[src/rtl/iterative_divider_if.sv]
// Request/response bundle between the pipeline and the iterative divider.
// The requester (pipeline side) uses the master modport; the divider uses
// the slave modport.
interface iterative_divider_if #(
  parameter int WIDTH = 32
);
  logic             start;
  logic             is_signed;
  logic [WIDTH-1:0] dividend;
  logic [WIDTH-1:0] divisor;
  logic             busy;
  logic             done;
  logic [WIDTH-1:0] quotient;
  logic [WIDTH-1:0] remainder;
  logic             dbz;

  modport master (
    output start, is_signed, dividend, divisor,
    input  busy, done, quotient, remainder, dbz
  );

  modport slave (
    input  start, is_signed, dividend, divisor,
    output busy, done, quotient, remainder, dbz
  );
endinterface

[src/rtl/iterative_divider.sv]
// Multi-cycle restoring divider for the DIV/DIVU path.
// One trial subtraction per cycle over WIDTH cycles; the quotient goes to LO
// and the remainder to HI, announced by a one-cycle done pulse.
// Signed operation divides magnitudes and fixes the signs at the end:
// the quotient is negative when the operand signs differ, the remainder
// takes the sign of the dividend.
// Optional feature: define DIV_ZERO_DETECT_EN to short-circuit a zero
// divisor straight to DONE with dbz=1, quotient=all ones and
// remainder=dividend. Without it, dbz stays 0 and a zero divisor simply
// runs through the normal sequence.
module iterative_divider #(
  parameter int WIDTH = 32,
  parameter int CNT_W = 6
) (
  input logic                clk,
  input logic                rst,
  iterative_divider_if.slave bus
);

  typedef enum logic [1:0] {
    IDLE = 2'd0,
    RUN  = 2'd1,
    DONE = 2'd2
  } state_t;

  state_t           state;
  logic [CNT_W-1:0] count;

  // acc starts as the dividend magnitude; each cycle its MSB is consumed and
  // a quotient bit is shifted in at the bottom, so after WIDTH cycles it
  // holds the unsigned quotient.
  logic [WIDTH-1:0] acc;
  logic [WIDTH-1:0] prem;
  logic [WIDTH-1:0] divisor_mag;
  logic             neg_q;
  logic             neg_r;

  logic             busy_q;
  logic             done_q;
  logic             dbz_q;
  logic [WIDTH-1:0] quo_q;
  logic [WIDTH-1:0] rem_q;

  logic             dvd_neg;
  logic             dvs_neg;
  logic [WIDTH-1:0] dvd_mag;
  logic [WIDTH-1:0] dvs_mag;
  logic             zero_div;

  logic [WIDTH:0]   trial;
  logic             trial_neg;
  logic [WIDTH-1:0] next_prem;
  logic [WIDTH-1:0] next_acc;
  logic [WIDTH-1:0] q_fin;
  logic [WIDTH-1:0] r_fin;

`ifdef DIV_ZERO_DETECT_EN
  assign zero_div = (bus.divisor == '0);
`else
  assign zero_div = 1'b0;
`endif

  // Operand magnitudes and signs as seen at the start request.
  always_comb begin
    dvd_neg = bus.is_signed & bus.dividend[WIDTH-1];
    dvs_neg = bus.is_signed & bus.divisor[WIDTH-1];
    dvd_mag = dvd_neg ? (~bus.dividend + 1'b1) : bus.dividend;
    dvs_mag = dvs_neg ? (~bus.divisor + 1'b1) : bus.divisor;
  end

  // One restoring step: shift in the next dividend bit, try the subtraction,
  // keep it when non-negative. The partial remainder is always below 2^(WIDTH-1)
  // before the shift, so WIDTH+1 bits hold the trial and its sign bit.
  always_comb begin
    trial     = {prem, acc[WIDTH-1]} - {1'b0, divisor_mag};
    trial_neg = trial[WIDTH];
    next_prem = trial_neg ? {prem[WIDTH-2:0], acc[WIDTH-1]} : trial[WIDTH-1:0];
    next_acc  = {acc[WIDTH-2:0], ~trial_neg};
    q_fin     = neg_q ? (~next_acc + 1'b1) : next_acc;
    r_fin     = neg_r ? (~next_prem + 1'b1) : next_prem;
  end

  // Control FSM, datapath registers and registered outputs.
  always_ff @(posedge clk) begin
    if (rst) begin
      state       <= IDLE;
      count       <= '0;
      acc         <= '0;
      prem        <= '0;
      divisor_mag <= '0;
      neg_q       <= 1'b0;
      neg_r       <= 1'b0;
      busy_q      <= 1'b0;
      done_q      <= 1'b0;
      dbz_q       <= 1'b0;
      quo_q       <= '0;
      rem_q       <= '0;
    end else begin
      case (state)
        IDLE: begin
          done_q <= 1'b0;
          if (bus.start) begin
            busy_q <= 1'b1;
            if (zero_div) begin
              state  <= DONE;
              done_q <= 1'b1;
              dbz_q  <= 1'b1;
              quo_q  <= '1;
              rem_q  <= bus.dividend;
            end else begin
              state       <= RUN;
              acc         <= dvd_mag;
              divisor_mag <= dvs_mag;
              neg_q       <= dvd_neg ^ dvs_neg;
              neg_r       <= dvd_neg;
              prem        <= '0;
              count       <= CNT_W'(WIDTH - 1);
            end
          end
        end
        RUN: begin
          prem  <= next_prem;
          acc   <= next_acc;
          count <= count - CNT_W'(1);
          if (count == '0) begin
            state  <= DONE;
            done_q <= 1'b1;
            dbz_q  <= 1'b0;
            quo_q  <= q_fin;
            rem_q  <= r_fin;
          end
        end
        DONE: begin
          done_q <= 1'b0;
          busy_q <= 1'b0;
          state  <= IDLE;
        end
        default: begin
          state  <= IDLE;
          busy_q <= 1'b0;
          done_q <= 1'b0;
        end
      endcase
    end
  end

  assign bus.busy      = busy_q;
  assign bus.done      = done_q;
  assign bus.quotient  = quo_q;
  assign bus.remainder = rem_q;
  assign bus.dbz       = dbz_q;

endmodule

[src/flat_wrapper.sv]
// flat-port wrapper written by rule: the top's interface ports become plain ports
module iterative_divider_flat 
#(
  parameter int WIDTH = 32,
  parameter int CNT_W = 6
)
  (clk, rst, bus_start, bus_is_signed, bus_dividend, bus_divisor, bus_busy, bus_done, bus_quotient, bus_remainder, bus_dbz);
  iterative_divider_if #(.WIDTH(WIDTH)) bus_i ();
  input logic clk;
  input logic rst;
  input wire logic [$bits(bus_i.start)-1:0] bus_start;
  input wire logic [$bits(bus_i.is_signed)-1:0] bus_is_signed;
  input wire logic [$bits(bus_i.dividend)-1:0] bus_dividend;
  input wire logic [$bits(bus_i.divisor)-1:0] bus_divisor;
  output wire logic [$bits(bus_i.busy)-1:0] bus_busy;
  output wire logic [$bits(bus_i.done)-1:0] bus_done;
  output wire logic [$bits(bus_i.quotient)-1:0] bus_quotient;
  output wire logic [$bits(bus_i.remainder)-1:0] bus_remainder;
  output wire logic [$bits(bus_i.dbz)-1:0] bus_dbz;
  assign bus_i.start = bus_start;
  assign bus_i.is_signed = bus_is_signed;
  assign bus_i.dividend = bus_dividend;
  assign bus_i.divisor = bus_divisor;
  assign bus_busy = bus_i.busy;
  assign bus_done = bus_i.done;
  assign bus_quotient = bus_i.quotient;
  assign bus_remainder = bus_i.remainder;
  assign bus_dbz = bus_i.dbz;
  iterative_divider #(.WIDTH(WIDTH), .CNT_W(CNT_W)) u_core (.clk(clk), .rst(rst), .bus(bus_i));
endmodule
[config.mk]
export PLATFORM = sky130hd
export DESIGN_NAME = iterative_divider_flat
export DESIGN_NICKNAME = d
export VERILOG_FILES = /design/src/rtl/iterative_divider_if.sv /design/src/rtl/iterative_divider.sv /design/src/flat_wrapper.sv
export SDC_FILE = /design/constraint.sdc
export NUM_CORES = 1
export LEC_CHECK = 0
export CAP_MARGIN = 20
export CORE_MARGIN = 4
export CORE_UTILIZATION = 60
export DETAILED_ROUTE_END_ITERATION = 8
export PLACE_DENSITY = 0.89
export SYNTH_ARGS = -nofsm -noshare
export SYNTH_HDL_FRONTEND = slang
export SYNTH_SLANG_ARGS = --single-unit
[constraint.sdc]
create_clock -name clk -period 14.5 [get_ports clk]
set_input_delay 2.175 -clock clk [delete_from_list [all_inputs] [get_ports clk]]
set_output_delay 2.175 -clock clk [all_outputs]
set_load 0.01 [all_outputs]
== Yosys cells after proc, flatten, opt, wreduce, memory -nomap -nowiden ==
Cells that the tools add are included.
Storage, ports and cells
  register bits: 172
  bits in latches: 0
  memory bits (writable): 0
  ROM bits: 0
  output and inout bits: 67
  word-level logic and storage cells: 54
  memories kept: 0
Cells by class
  add/subtract/negate cells: 6
  multipliers: 0
  div/mod/pow operators: 0
  $lt $le $gt $ge: 0
  equal/unequal tests: 3
  shifts and indexed selects: 0
  multiplexer cells: 16
  bitwise gates (word level): 9
  reduce and logical (&&, ||, !) cells: 9
Operators with widths (number)
  $mux 32: 7
  $add 32x1->32 const B: 4
  $not 32->32: 4
  $pmux 32 s2: 2
  $sub 33x32->33: 1
  $pmux 6 s2: 1
  $reduce_and 2->1: 5
  $logic_not 6->1: 1
  $mux 6: 1
  $sub 6x1->6 const B: 1
  $mux 2: 2
  $pmux 2 s2: 1
  $and 1x1->1: 2
  $eq 2x1->1 const B: 1
  $logic_not 2->1: 1
  $ne 2x1->1 const B: 1
  $ne 2x2->1 const B: 1
  $not 1->1: 2
  $pmux 1 s2: 1
  $reduce_bool 2->1: 1
  $reduce_or 2->1: 1
  $mux 1: 1
  $xor 1x1->1: 1

== Logic depth before layout (Yosys ltp) ==
Gate-level depths: netlist of the first run.
  word-level depth: 5
  gate-level depth with buffers: 21
  depth with buffers taken out: 19

== Worst setup path before layout of the first run ==
OpenSTA, ideal clock, no wires.
  kind: register to register
  start: reg u_core.acc[31]
  end: reg u_core.rem_q[26] (netlist: u_core.bus.remainder[26])
  library setup time: 0.062 ns
  data arrival time: 4.799 ns
  required time: 14.438 ns
  slack: 9.639 ns
  cell stages (with the launch flop): 21
  buffers on the path: 2
  period minus slack after synthesis: 4.861 ns
  cell sequence: dfxtp_1 -> inv_1 -> ha_1 -> fa_1 -> nand2b_1 -> a211oi_2 -> o21ai_2 -> a2111oi_4 -> o21a_1 -> nor2_8 -> inv_2 -> buf_1 -> buf_1 -> nor2_1 -> a21oi_1 -> ha_1 -> o2111ai_1 -> a2111oi_4 -> nand3_1 -> a211o_1 -> nand3_1
Between the ends
  cells in the longest elaborated chain, start to end: 5
RTL lines
  start, declared: RTL line iterative_divider.sv:32  | logic [WIDTH-1:0] acc;
  start signal, assigned: RTL line iterative_divider.sv:112  | acc <= dvd_mag;
  start signal, assigned: RTL line iterative_divider.sv:123  | acc <= next_acc;
  $sub 33x32->33: RTL line iterative_divider.sv:75  | trial = {prem, acc[WIDTH-1]} - {1'b0, divisor_mag};
  $mux 32 *: RTL line iterative_divider.sv:77  | next_prem = trial_neg ? {prem[WIDTH-2:0], acc[WIDTH-1]} : trial[WIDTH-1:0];
  $not 32->32: RTL line iterative_divider.sv:80  | r_fin = neg_r ? (~next_prem + 1'b1) : next_prem;
  $add 32x1->32: RTL line iterative_divider.sv:80
  $mux 32 *: RTL line iterative_divider.sv:80
  end signal, assigned: RTL line iterative_divider.sv:109  | rem_q <= bus.dividend;
  end signal, assigned: RTL line iterative_divider.sv:130  | rem_q <= r_fin;
  end, declared: RTL line iterative_divider.sv:42  | logic [WIDTH-1:0] rem_q;
Mark *: on every way between the ends. The rest lies on a longest branch, timed or not.
A chain may end at the register's enable or synchronous reset.

== Worst setup path in the final report of the first run ==
Same ends and word-level chain as after synthesis.

==> run metrics, run 1 <==
status=finished clean; Reg2Reg Launch Point=u_core.acc[31]; commonest non-fill, non-tap cell in the layout=nand2_1; Synth Instances=1512; most frequent cells in the layout=nand2_1 (198), dfxtp_1 (172), nor2_1 (137); logic gate share of total power=0.296; root buffer cell=clkbuf_16; minimum clock period=6.07 ns; asr flop ratio synth=0; Max Freq=165 MHz; final hold slack=0.452 ns; input/output buffers=133; startpoint types=flip-flop; synthesized area per cell=7.57 um2; clock insertion delay at the later pin of the skew report=0.44 ns; Reg area=between 3000 and 4000 um2; dpl ws=8.75 ns; Setup Buffers After CTS=0; post-synthesis register bit count=172; initial antenna violation count=0; Sequential Power Share=0.376; Synth Flop Type=dfxtp_1; Final ANT Viol Nets=0; pin count of the biggest net entering global routing=87; vias per cell=6.45; crit share post-route=0.418; Worst-Margin Slew=1.08 ns; post-synth top area share=0.301; cell breakdown of the critical path=inv_1 -> ha_1 -> fa_1 -> nand2b_1 -> a211oi_2 -> o21ai_2 -> a2111oi_4 -> nor3_2 -> nor2_8 -> inv_2 -> a21oi_1 -> ha_1 -> o2111ai_1 -> a2111oi_4 -> nand3_1 -> a211o_1 -> nand3_1; met1 Use GR=0.409; initial drt markers=1058; Starting Density=0.612; Reg clk slew, reported paths=0.07 ns; Ys Warns=0; switching pwr=0.000496 W; Post-Syn Area=11400 um2; CP arrival=between 6 and 7 ns; I/O pin count=135; cell taking the most area after synthesis=dfxtp_1; Die Y=146 um; Antenna Cells=0; post-CTS sizing=0; vias in the first global route=10800; top post-synthesis cells by area=dfxtp_1 (30%), nand2_1 (6.5%), xor2_1 (5.7%); total track usage=0.313; CTS tree=done; detailed-route via count=11800; # nets final=1686; CP peak stage delay=0.67 ns; Clock Tree Buf Depth=2; Core ar.=18700 um2; Final Instance Area=between 10000 and 15000 um2; Multi-input gate area=7430 um2; met2 Use GR=0.515; post-synthesis sequential area ratio=0.301; area post-placement=~13000 um2; Horiz. Die Dim=146 um; Clock Sinks=172; Hold/Removal Path Class=reg2reg; layout cells sized above 1=0.0415; Buf+Inv Stages, Crit Path=2; Slew Viols, Final=0; GRT overflow=0; P_leak=4.86 nW; Worst path slowest cell=nor2_8; post-synthesis cell type count=72; DR WL/cell=19.2 um; final routed DRC violation total=0; post-synthesis net count=1618; final WL=between 30000 and 40000 um; CP startpoint=u_core.acc[31]; GRT Max-Usage Layer=met2; total CTS buffers=17; Post-synth EDFFs=0; Critical Path RT=14.87 ns; Placer Congestion=0.985; GR met3 Demand/Resource=0.0583; fill count=1429; Layout Area Growth over Synthesis=17.0%; Hold Crit Start=u_core.bus.remainder[10]; first-pass GRT wire length=55300 um; PwrDens=106 nW/um2; Final TNS setup=0 ns; P_int=a little over 0.0009 W; max cap viols=0; worst setup path class=reg2reg; Peak VDD IR=86.8 uV; Power Total=0.00142 W; largest delay contributor family on the critical path=compound AO/OA/AOI/OAI gates; clock network power share=0.329; Die ar.=21300 um2; HPWL Detailed=between 20000 and 30000 um; Final Setup Violations=0; RSZ-0062 raised after global routing=false; H-tree levels=4; relative slew slack=0.282; Worst Path Max Fanout=between 40 and 50; row cnt=50; clk_skew=0.00909 ns; Hold Fails Final Rpt=0; Switching Fraction=0.350; DRT Pass-1 Iters=6; hold_buf cts=0; kind of end point of the critical path=flip-flop; Final WS setup=8.43 ns
[synthesized netlist by cell type, drive strengths merged (3+ instances only)]
| cell | n |
|---|---|
| nand4b | 3 |
| nor4 | 23 |
| nor3 | 37 |
| or3 | 27 |
| o21bai | 4 |
| or2 | 4 |
| o2111ai | 3 |
| dfxtp | 172 |
| and3 | 9 |
| clkbuf | 72 |
| buf | 22 |
| nor2b | 9 |
| a41oi | 3 |
| nor3b | 4 |
| a221oi | 3 |
| o31ai | 23 |
| a211oi | 64 |
| and2 | 8 |
| a311oi | 9 |
| a31oi | 8 |
| nor2 | 140 |
| o31a | 4 |
| o41ai | 10 |
| mux2 | 4 |
| nand2 | 199 |
| nand2b | 9 |
| o311ai | 3 |
| a211o | 4 |
| xnor2 | 47 |
| ha | 37 |
| o21a | 6 |
| nand4 | 16 |
| a21oi | 125 |
| o21ai | 106 |
| or4 | 13 |
| o211ai | 6 |
| a21o | 9 |
| nand3 | 25 |
| mux2i | 31 |
| a22o | 6 |
| a22oi | 35 |
| inv | 59 |
| a2111oi | 7 |
| nand3b | 14 |
| xor2 | 74 |
[per-layer routing]
layer / vias to the layer above / wire [um] / part of all wire
met5: - / 0 / 0
met4: 0 / 1310 / 0.037
met3: 106 / 3090 / 0.088
met2: 612 / 16000 / 0.46
met1: 5449 / 14600 / 0.42
li1: 5619 / - / -
[worst reg2reg max path, cell delays in order, from the launching register on]
cell and delay [ns]:
dfxtp_1 0.43, inv_1 0.07, ha_1 0.20, fa_1 0.40, nand2b_1 0.21, a211oi_2 0.39
o21ai_2 0.19, a2111oi_4 0.48, nor3_2 0.23, nor2_8 0.67, inv_2 0.50, a21oi_1 0.37
ha_1 0.27, o2111ai_1 0.33, a2111oi_4 0.55, nand3_1 0.25, a211o_1 0.37, nand3_1 0.09
[sequential cells by signal, summed over array words and instances, names as in the netlist]
name	count
u_core.acc	32
u_core.bus.busy	1
u_core.bus.done	1
u_core.bus.quotient	32
u_core.bus.remainder	32
u_core.count	6
u_core.divisor_mag	32
u_core.neg_q	1
u_core.neg_r	1
u_core.prem	32
u_core.state	2
[worst paths after layout]
| path | end | slack, ns | cells after the start |
|---|---|---|---|
| min reg2reg | u_core.bus.remainder[10] | 0.45 | 2 |
| max | u_core.bus.remainder[26] | 8.43 | 17 |
| max reg2reg | u_core.bus.remainder[26] | 8.43 | 17 |
| min | u_core.bus.remainder[10] | 0.45 | 2 |
[through the flow]
step                      cells   util
after global placement     1795  0.684
after CTS                  1826  0.716
after floorplan            1512      -
final                      1826  0.716
after detailed placement   1795  0.684
after global routing       1826  0.716
[area by class of cell]
cell class | count | share of cell area
Inverter | 59 | 0.0165
Sequential cell | 172 | 0.257
Tap cell | 234 | 0.0219
Multi-Input combinational cell | 1187 | 0.555
Clock inverter | 11 | 0.0102
Clock buffer | 20 | 0.0341
Timing Repair Buffer | 143 | 0.105
[power groups by stage]
stage               combinational (W)  clock, W  sequential (W)
global route                 0.000454  0.000485        0.000536
global placement             0.000397         0        0.000539
CTS                          0.000410  0.000466        0.000531
floorplan                    0.000284         0        0.000534
finish                       0.000419  0.000466        0.000532
detailed placement           0.000405         0        0.000541
[cell families (layout without fill, tap and decap cells)]
logic type / count (synthesis) / after routing / share of synthesized area
AO/OA/AOI/OAI: 450 / 450 / 0.259
other: 1 / 1 / 0.000328
flip-flops: 172 / 172 / 0.301
AND/OR/NAND/NOR: 542 / 542 / 0.223
buffers and inverters: 153 / 233 / 0.0516
multiplexers: 35 / 35 / 0.0310
adder cells (fa/ha/maj): 38 / 38 / 0.0422
XOR/XNOR: 121 / 121 / 0.0926
(Power assumes the default switching activity.)
==> run 2, diff against run 1 <==
- CORE_UTILIZATION: 60 -> 57
- PLACE_DENSITY: 0.89 -> 0.85
- clock period: 14.5 -> 5.6 ns (I/O delays scaled with it)
==> run 2 against run 1 <==
  * Worst hold slack improved by 0.0015 ns
  * Power rose to 2.6 times the previous value
  * Setup slack got worse by 7.9 ns
  * Cell count rose by 1.9%
  * First-iteration DRC count fell by 6.3%
  * Clock power rose to 2.6 times the previous value
  * Core utilization fell by 2.7 points
  * Cell area rose by 0.73%
  * Critical path type unchanged
  * Largest cell class unchanged
  * Largest power group unchanged
  * Highest routed layer unchanged
==> run metrics, run 2 (synthesis gave the netlist of run 1 again) <==
Die Y=150 um (+2.5%); R2R setup slack=0.57 ns (-7.86 ns); fill count=1617 (+13%); post-CTS sizing=0 (unchanged); Final ANT Viol Nets=0 (unchanged); final WL=34100 um (-2.7%); Hold Fails Final Rpt=0 (unchanged); Antenna Cells=0 (unchanged); kind of end point of the critical path=flip-flop; row cnt=51 (+2.0%); total track usage=0.298 (-0.0150); DRT Pass-1 Iters=6 (unchanged); initial drt markers=991 (-6.3%); Die ar.=22400 um2 (+5.0%); pin count of the biggest net entering global routing=98 (+13%); CTS tree=done; I/O pin count=135 (unchanged); clock insertion delay at the later pin of the skew report=0.44 ns (about the same); root buffer cell=clkbuf_16; Clock Tree Buf Depth=2 (unchanged); Clock Sinks=172 (unchanged); crit share post-route=0.898 (+0.480); RSZ-0062 raised after global routing=false; startpoint types=flip-flop; hold_buf cts=0 (unchanged); # nets final=1689 (+0.18%); first-pass GRT wire length=54000 um (-2.3%); HPWL Detailed=25800 um (-0.60%); Worst path slowest cell=a2111oi_4; Starting Density=0.584 (-0.0276); status=finished clean; worst setup path class=reg2reg; clk_skew=0.0150 ns (+0.00591 ns); relative slew slack=0.323 (+0.0416); final hold slack=0.453 ns (+0.00148 ns); DR WL/cell=18.3 um (-4.6%); vias per cell=6.19 (-4.2%); Placer Congestion=0.963 (-2.2%); minimum clock period=5.03 ns (-1.04 ns); initial antenna violation count=0 (unchanged); commonest non-fill, non-tap cell in the layout=nand2_1; H-tree levels=4 (unchanged); Peak VDD IR=171 uV (+97%); final routed DRC violation total=0 (unchanged); total CTS buffers=17 (unchanged); CP peak stage delay=0.52 ns (-0.15 ns); Worst-Margin Slew=1.01 ns (-0.0619 ns); most frequent cells in the layout=nand2_1 (198), dfxtp_1 (172), nor2_1 (137); Horiz. Die Dim=150 um (+2.5%); CP arrival=5.42 ns (-1.02 ns); GRT overflow=0 (unchanged); PwrDens=271 nW/um2 (+160%); Max Freq=199 MHz (+21%); Critical Path RT=5.98 ns (-8.89 ns); Final TNS setup=0 ns (unchanged); cell breakdown of the critical path=inv_1 -> ha_1 -> fa_1 -> nand2b_1 -> a211oi_2 -> o21ai_2 -> a2111oi_4 -> nor3_2 -> nor2_8 -> inv_2 -> buf_4 -> a21oi_1 -> ha_1 -> o2111ai_1 -> a2111oi_4 -> nand3_1 -> a211o_1 -> nand3_1; input/output buffers=133 (unchanged); Setup Buffers After CTS=0 (unchanged); Reg clk slew, reported paths=0.07 ns (about the same); max cap viols=0 (unchanged); detailed-route via count=11500 (-2.3%); P_leak=4.90 nW (+0.78%); Core ar.=19600 um2 (+4.7%); Final Setup Violations=0 (unchanged); Hold/Removal Path Class=reg2reg; Worst Path Max Fanout=35 (-19%); layout cells sized above 1=0.0439 (+0.00240); vias in the first global route=10700 (-1.3%); Slew Viols, Final=0 (unchanged); Layout Area Growth over Synthesis=17.8%
==> run 2: cell count changes in the layout (fill, tap and decap cells not counted), sizes merged <==
cell,previous run,this run
bufinv,2,1
inv,62,65
clkinvlp,4,1
clkbuf,20,18
buf,11,14
clkinv,2,6
==> run 2: metrics by stage <==
| step | instances | setup WS, ns | cell area [um2] | total power, W | utilization |
|---|---|---|---|---|---|
| floorplan | 1512 | 0.739 | 11400 | 0.00212 | - |
| detailed placement | 1827 | 0.657 | 12800 | 0.00244 | 0.656 |
| CTS | 1859 | 0.640 | 13500 | 0.00363 | 0.687 |
| global placement | 1826 | 0.814 | 12800 | 0.00242 | 0.655 |
| finish | 1861 | 0.570 | 13500 | 0.00365 | 0.688 |
| global route | 1861 | 0.246 | 13500 | 0.00381 | 0.688 |
==> run 2: final cells by class <==
| class | count | area, um2 | area share |
|---|---|---|---|
| clock buffers | 18 | 429 | 0.0318 |
| multi-input cells | 1187 | 7430 | 0.551 |
| repair buffers | 146 | 1450 | 0.108 |
| flip-flops and latches | 172 | 3440 | 0.255 |
| inverters | 59 | 221 | 0.0164 |
| clock inverters | 14 | 175 | 0.0130 |
| well taps | 265 | 332 | 0.0246 |
==> run 2: final timing paths <==
path / depth (start not counted) / startpoint / endpoint
min reg2reg: 2 / u_core.bus.remainder[4] / u_core.bus.remainder[4]
max: 18 / u_core.acc[31] / u_core.bus.remainder[26]
min: 2 / u_core.bus.remainder[4] / u_core.bus.remainder[4]
max reg2reg: 18 / u_core.acc[31] / u_core.bus.remainder[26]
==> run 2: worst max-delay path: cells and delay by family (launching register included) <==
kind,cells,cell delay [ns]
DFF,1,0.43
AOI/OAI and AO/OA,7,2.47
buffers and inverters,3,0.36
adders and majority gates,3,0.85
and+or+nand+nor,5,0.87
==> run 2: power by group <==
part	leakage (nW)	internal [W]	total, W	switching, W
combinational	3.20	0.000406	0.00107	0.000664
sequential	1.40	0.00130	0.00138	0.0000802
clock	0.291	0.000640	0.00120	0.000562
total	4.90	0.00234	0.00365	0.00131
==> run 2: layer usage <==
metal  share of wire  GRT usage  up-vias
met3           0.083     0.0397       74
li1                -          -     5611
met1            0.43      0.410     5317
met2            0.46      0.484      511
met5               0          0        -
met4           0.030      0.103        0
==> run 3, diff against run 2 <==
- CORE_ASPECT_RATIO: default -> 1.1
==> run 3 against run 2 <==
  * Setup slack got worse by 0.11 ns
  * Clock power barely moved
  * Largest cell class unchanged
  * Largest power group unchanged
  * Routed wire length rose by 2.3%
  * Cell count fell by 0.75%
  * Combinational power barely moved
  * Sequential power barely moved
  * Maximum frequency fell by 2.1%
  * Core utilization fell by 0.81 points
  * Cell area fell by 0.14%
  * Power rose by 0.92%
  * Clock skew fell by 0.0041 ns
==> run metrics, run 3 (synthesis gave the netlist of run 1 again) <==
cell breakdown of the critical path=inv_1 -> ha_1 -> fa_1 -> nand2b_1 -> a211oi_2 -> o21ai_2 -> a2111oi_4 -> o21a_2 -> nor2_8 -> inv_2 -> nor2_1 -> a21oi_1 -> ha_1 -> o2111ai_1 -> a2111oi_4 -> nand3_1 -> a211o_1 -> nand3_1; Critical Path RT=5.97 ns (about the same); clk_skew=0.0109 ns (-0.00415 ns); status=finished clean; Hold Fails Final Rpt=0 (unchanged); CTS tree=done; R2R setup slack=0.46 ns (-0.11 ns); Layout Area Growth over Synthesis=17.7%; Worst Setup EP=u_core.bus.remainder[26]; Final TNS setup=0 ns (unchanged); vias per cell=6.25 (+1.0%); final core utilization=0.680 (-0.00813); dpl ws=0.455 ns (-0.202 ns); final routed DRC violation total=0 (unchanged); Worst path slowest cell=a2111oi_4; input/output buffers=133 (unchanged); fill count=1656 (+2.4%); Power Total=0.00368 W (+0.92%); Horiz. Die Dim=143 um (-4.4%); Reg2Reg Launch Point=u_core.acc[31]; Reg clk slew, reported paths=0.07 ns (about the same); Final Instance Area=13500 um2 (-0.14%); H-tree levels=4 (unchanged); Peak VDD IR=196 uV (+15%); relative slew slack=0.284 (-0.0392); first-pass GRT wire length=55000 um (+1.7%); kind of end point of the critical path=flip-flop; total track usage=0.304 (+0.00550); CP startpoint=u_core.acc[31]; commonest non-fill, non-tap cell in the layout=nand2_1; max cap viols=0 (unchanged); pin count of the biggest net entering global routing=98 (unchanged); Reg area=3440 um2 (unchanged); Final ANT Viol Nets=0 (unchanged); I/O pin count=135 (unchanged); vias in the first global route=10900 (+1.6%); CP arrival=5.51 ns (+0.09 ns); Final WS setup=0.459 ns (-0.111 ns); detailed-route via count=11500 (+0.27%); Clock Sinks=172 (unchanged); Clock Tree Buf Depth=2 (unchanged); DRT Pass-1 Iters=5 (-1); # nets final=1689 (unchanged); Starting Density=0.578 (-0.00609); area post-placement=12800 um2 (-0.13%); PwrDens=274 nW/um2 (+1.1%); row cnt=54 (+5.9%); startpoint types=flip-flop; total CTS buffers=17 (unchanged); GRT overflow=0 (unchanged); P_leak=4.90 nW (about the same); Multi-input gate area=7430 um2 (about the same); layout cells sized above 1=0.0439 (about the same); crit share post-route=0.918 (+0.0197); worst setup path class=reg2reg; root buffer cell=clkbuf_16; hold_buf cts=0 (unchanged); Worst-Margin Slew=1.07 ns (+0.0583 ns); Die Y=157 um (+4.6%); Slew Viols, Final=0 (unchanged); Hold/Removal Path Class=reg2reg; Core ar.=19800 um2 (+1.1%); RSZ-0062 raised after global routing=false; Antenna Cells=0 (unchanged); worst r2r path cells=18 (unchanged); Die ar.=22400 um2 (about the same); clock insertion delay at the later pin of the skew report=0.43 ns (about the same); HPWL Detailed=25900 um (+0.63%); most frequent cells in the layout=nand2_1 (198), dfxtp_1 (172), nor2_1 (137); final WL=34800 um (+2.3%); Setup Buffers After CTS=0 (unchanged); WHS Path Cells=2 (unchanged); minimum clock period=5.14 ns (+0.111 ns); initial antenna violation count=0 (unchanged); r2r endpoint=u_core.bus.remainder[26]; Max Freq=195 MHz (-2.1%); Final Setup Violations=0 (unchanged); Worst Path Max Fanout=13 (-63%); DR WL/cell=18.9 um (+3.1%); initial drt markers=975 (-1.6%); Placer Congestion=0.951 (-1.3%); CP peak stage delay=0.52 ns (about the same)
[run 3: cell count changes in the layout (fill, tap and decap cells not counted)]
| cell | change |
|---|---|
| buf_2 | -1 |
| buf_4 | +2 |
| buf_8 | -1 |
| bufinv_16 | +1 |
| clkinv_2 | +1 |
| clkinv_4 | -3 |
| clkinv_8 | -1 |
| inv_6 | +1 |
| o21a_1 | -1 |
| o21a_2 | +1 |
[run 3: worst min-delay path by stage]
| stage | startpoint | end | slack [ns] |
|---|---|---|---|
| after floorplan | u_core.divisor_mag[25] | u_core.divisor_mag[25] | 0.43 |
| after global placement | u_core.bus.quotient[0] | u_core.bus.quotient[0] | 0.44 |
| after detailed placement | u_core.bus.quotient[0] | u_core.bus.quotient[0] | 0.45 |
| after CTS | u_core.bus.quotient[0] | u_core.bus.quotient[0] | 0.46 |
| after global routing | u_core.bus.remainder[13] | u_core.bus.remainder[13] | 0.49 |
| final | u_core.bus.remainder[19] | u_core.bus.remainder[19] | 0.46 |
[run 3: layout make-up]
class	count	share of cell area
timing repair buffer	146	0.107
tap	252	0.0234
multi-input combinational	1187	0.552
inverter	59	0.0164
clock inverter	13	0.0131
clock buffer	18	0.0319
sequential	172	0.256
[run 3: critical path, delay by kind of cell (launching register included)]
family	cells	cell delay [ns]
compound gates	8	2.90
buf+inv	2	0.27
flops	1	0.42
simple gates	5	0.62
fa+ha+maj	3	0.88
[run 3: timing repair]
action                                 4_1_cts  5_1_grt
endpoints found under the hold margin        0        0
gates resized for setup                      0        1
setup endpoints to repair                    0        5
[run 3: through the flow]
stage          hold slack, ns  std cells
6_report                0.456       1847
3_5_place_dp            0.450       1815
4_1_cts                 0.460       1846
2_1_floorplan           0.432       1512
3_3_place_gp            0.442       1815
5_1_grt                 0.487       1847
[run 3: report_power, final]
part	internal, W	switching, W	total [W]
clock network	0.000678	0.000551	0.00123
registers	0.00130	0.0000799	0.00138
logic	0.000407	0.000669	0.00108
total	0.00238	0.00130	0.00368
[run 3: per-layer routing]
layer  part of all wire  global-route usage  vias to the layer above
met2               0.48               0.516                      467
met3              0.065              0.0501                       81
met5                  0                   0                        -
li1                   -                   -                     5612
met1               0.42               0.388                     5384
met4              0.032               0.111                        0
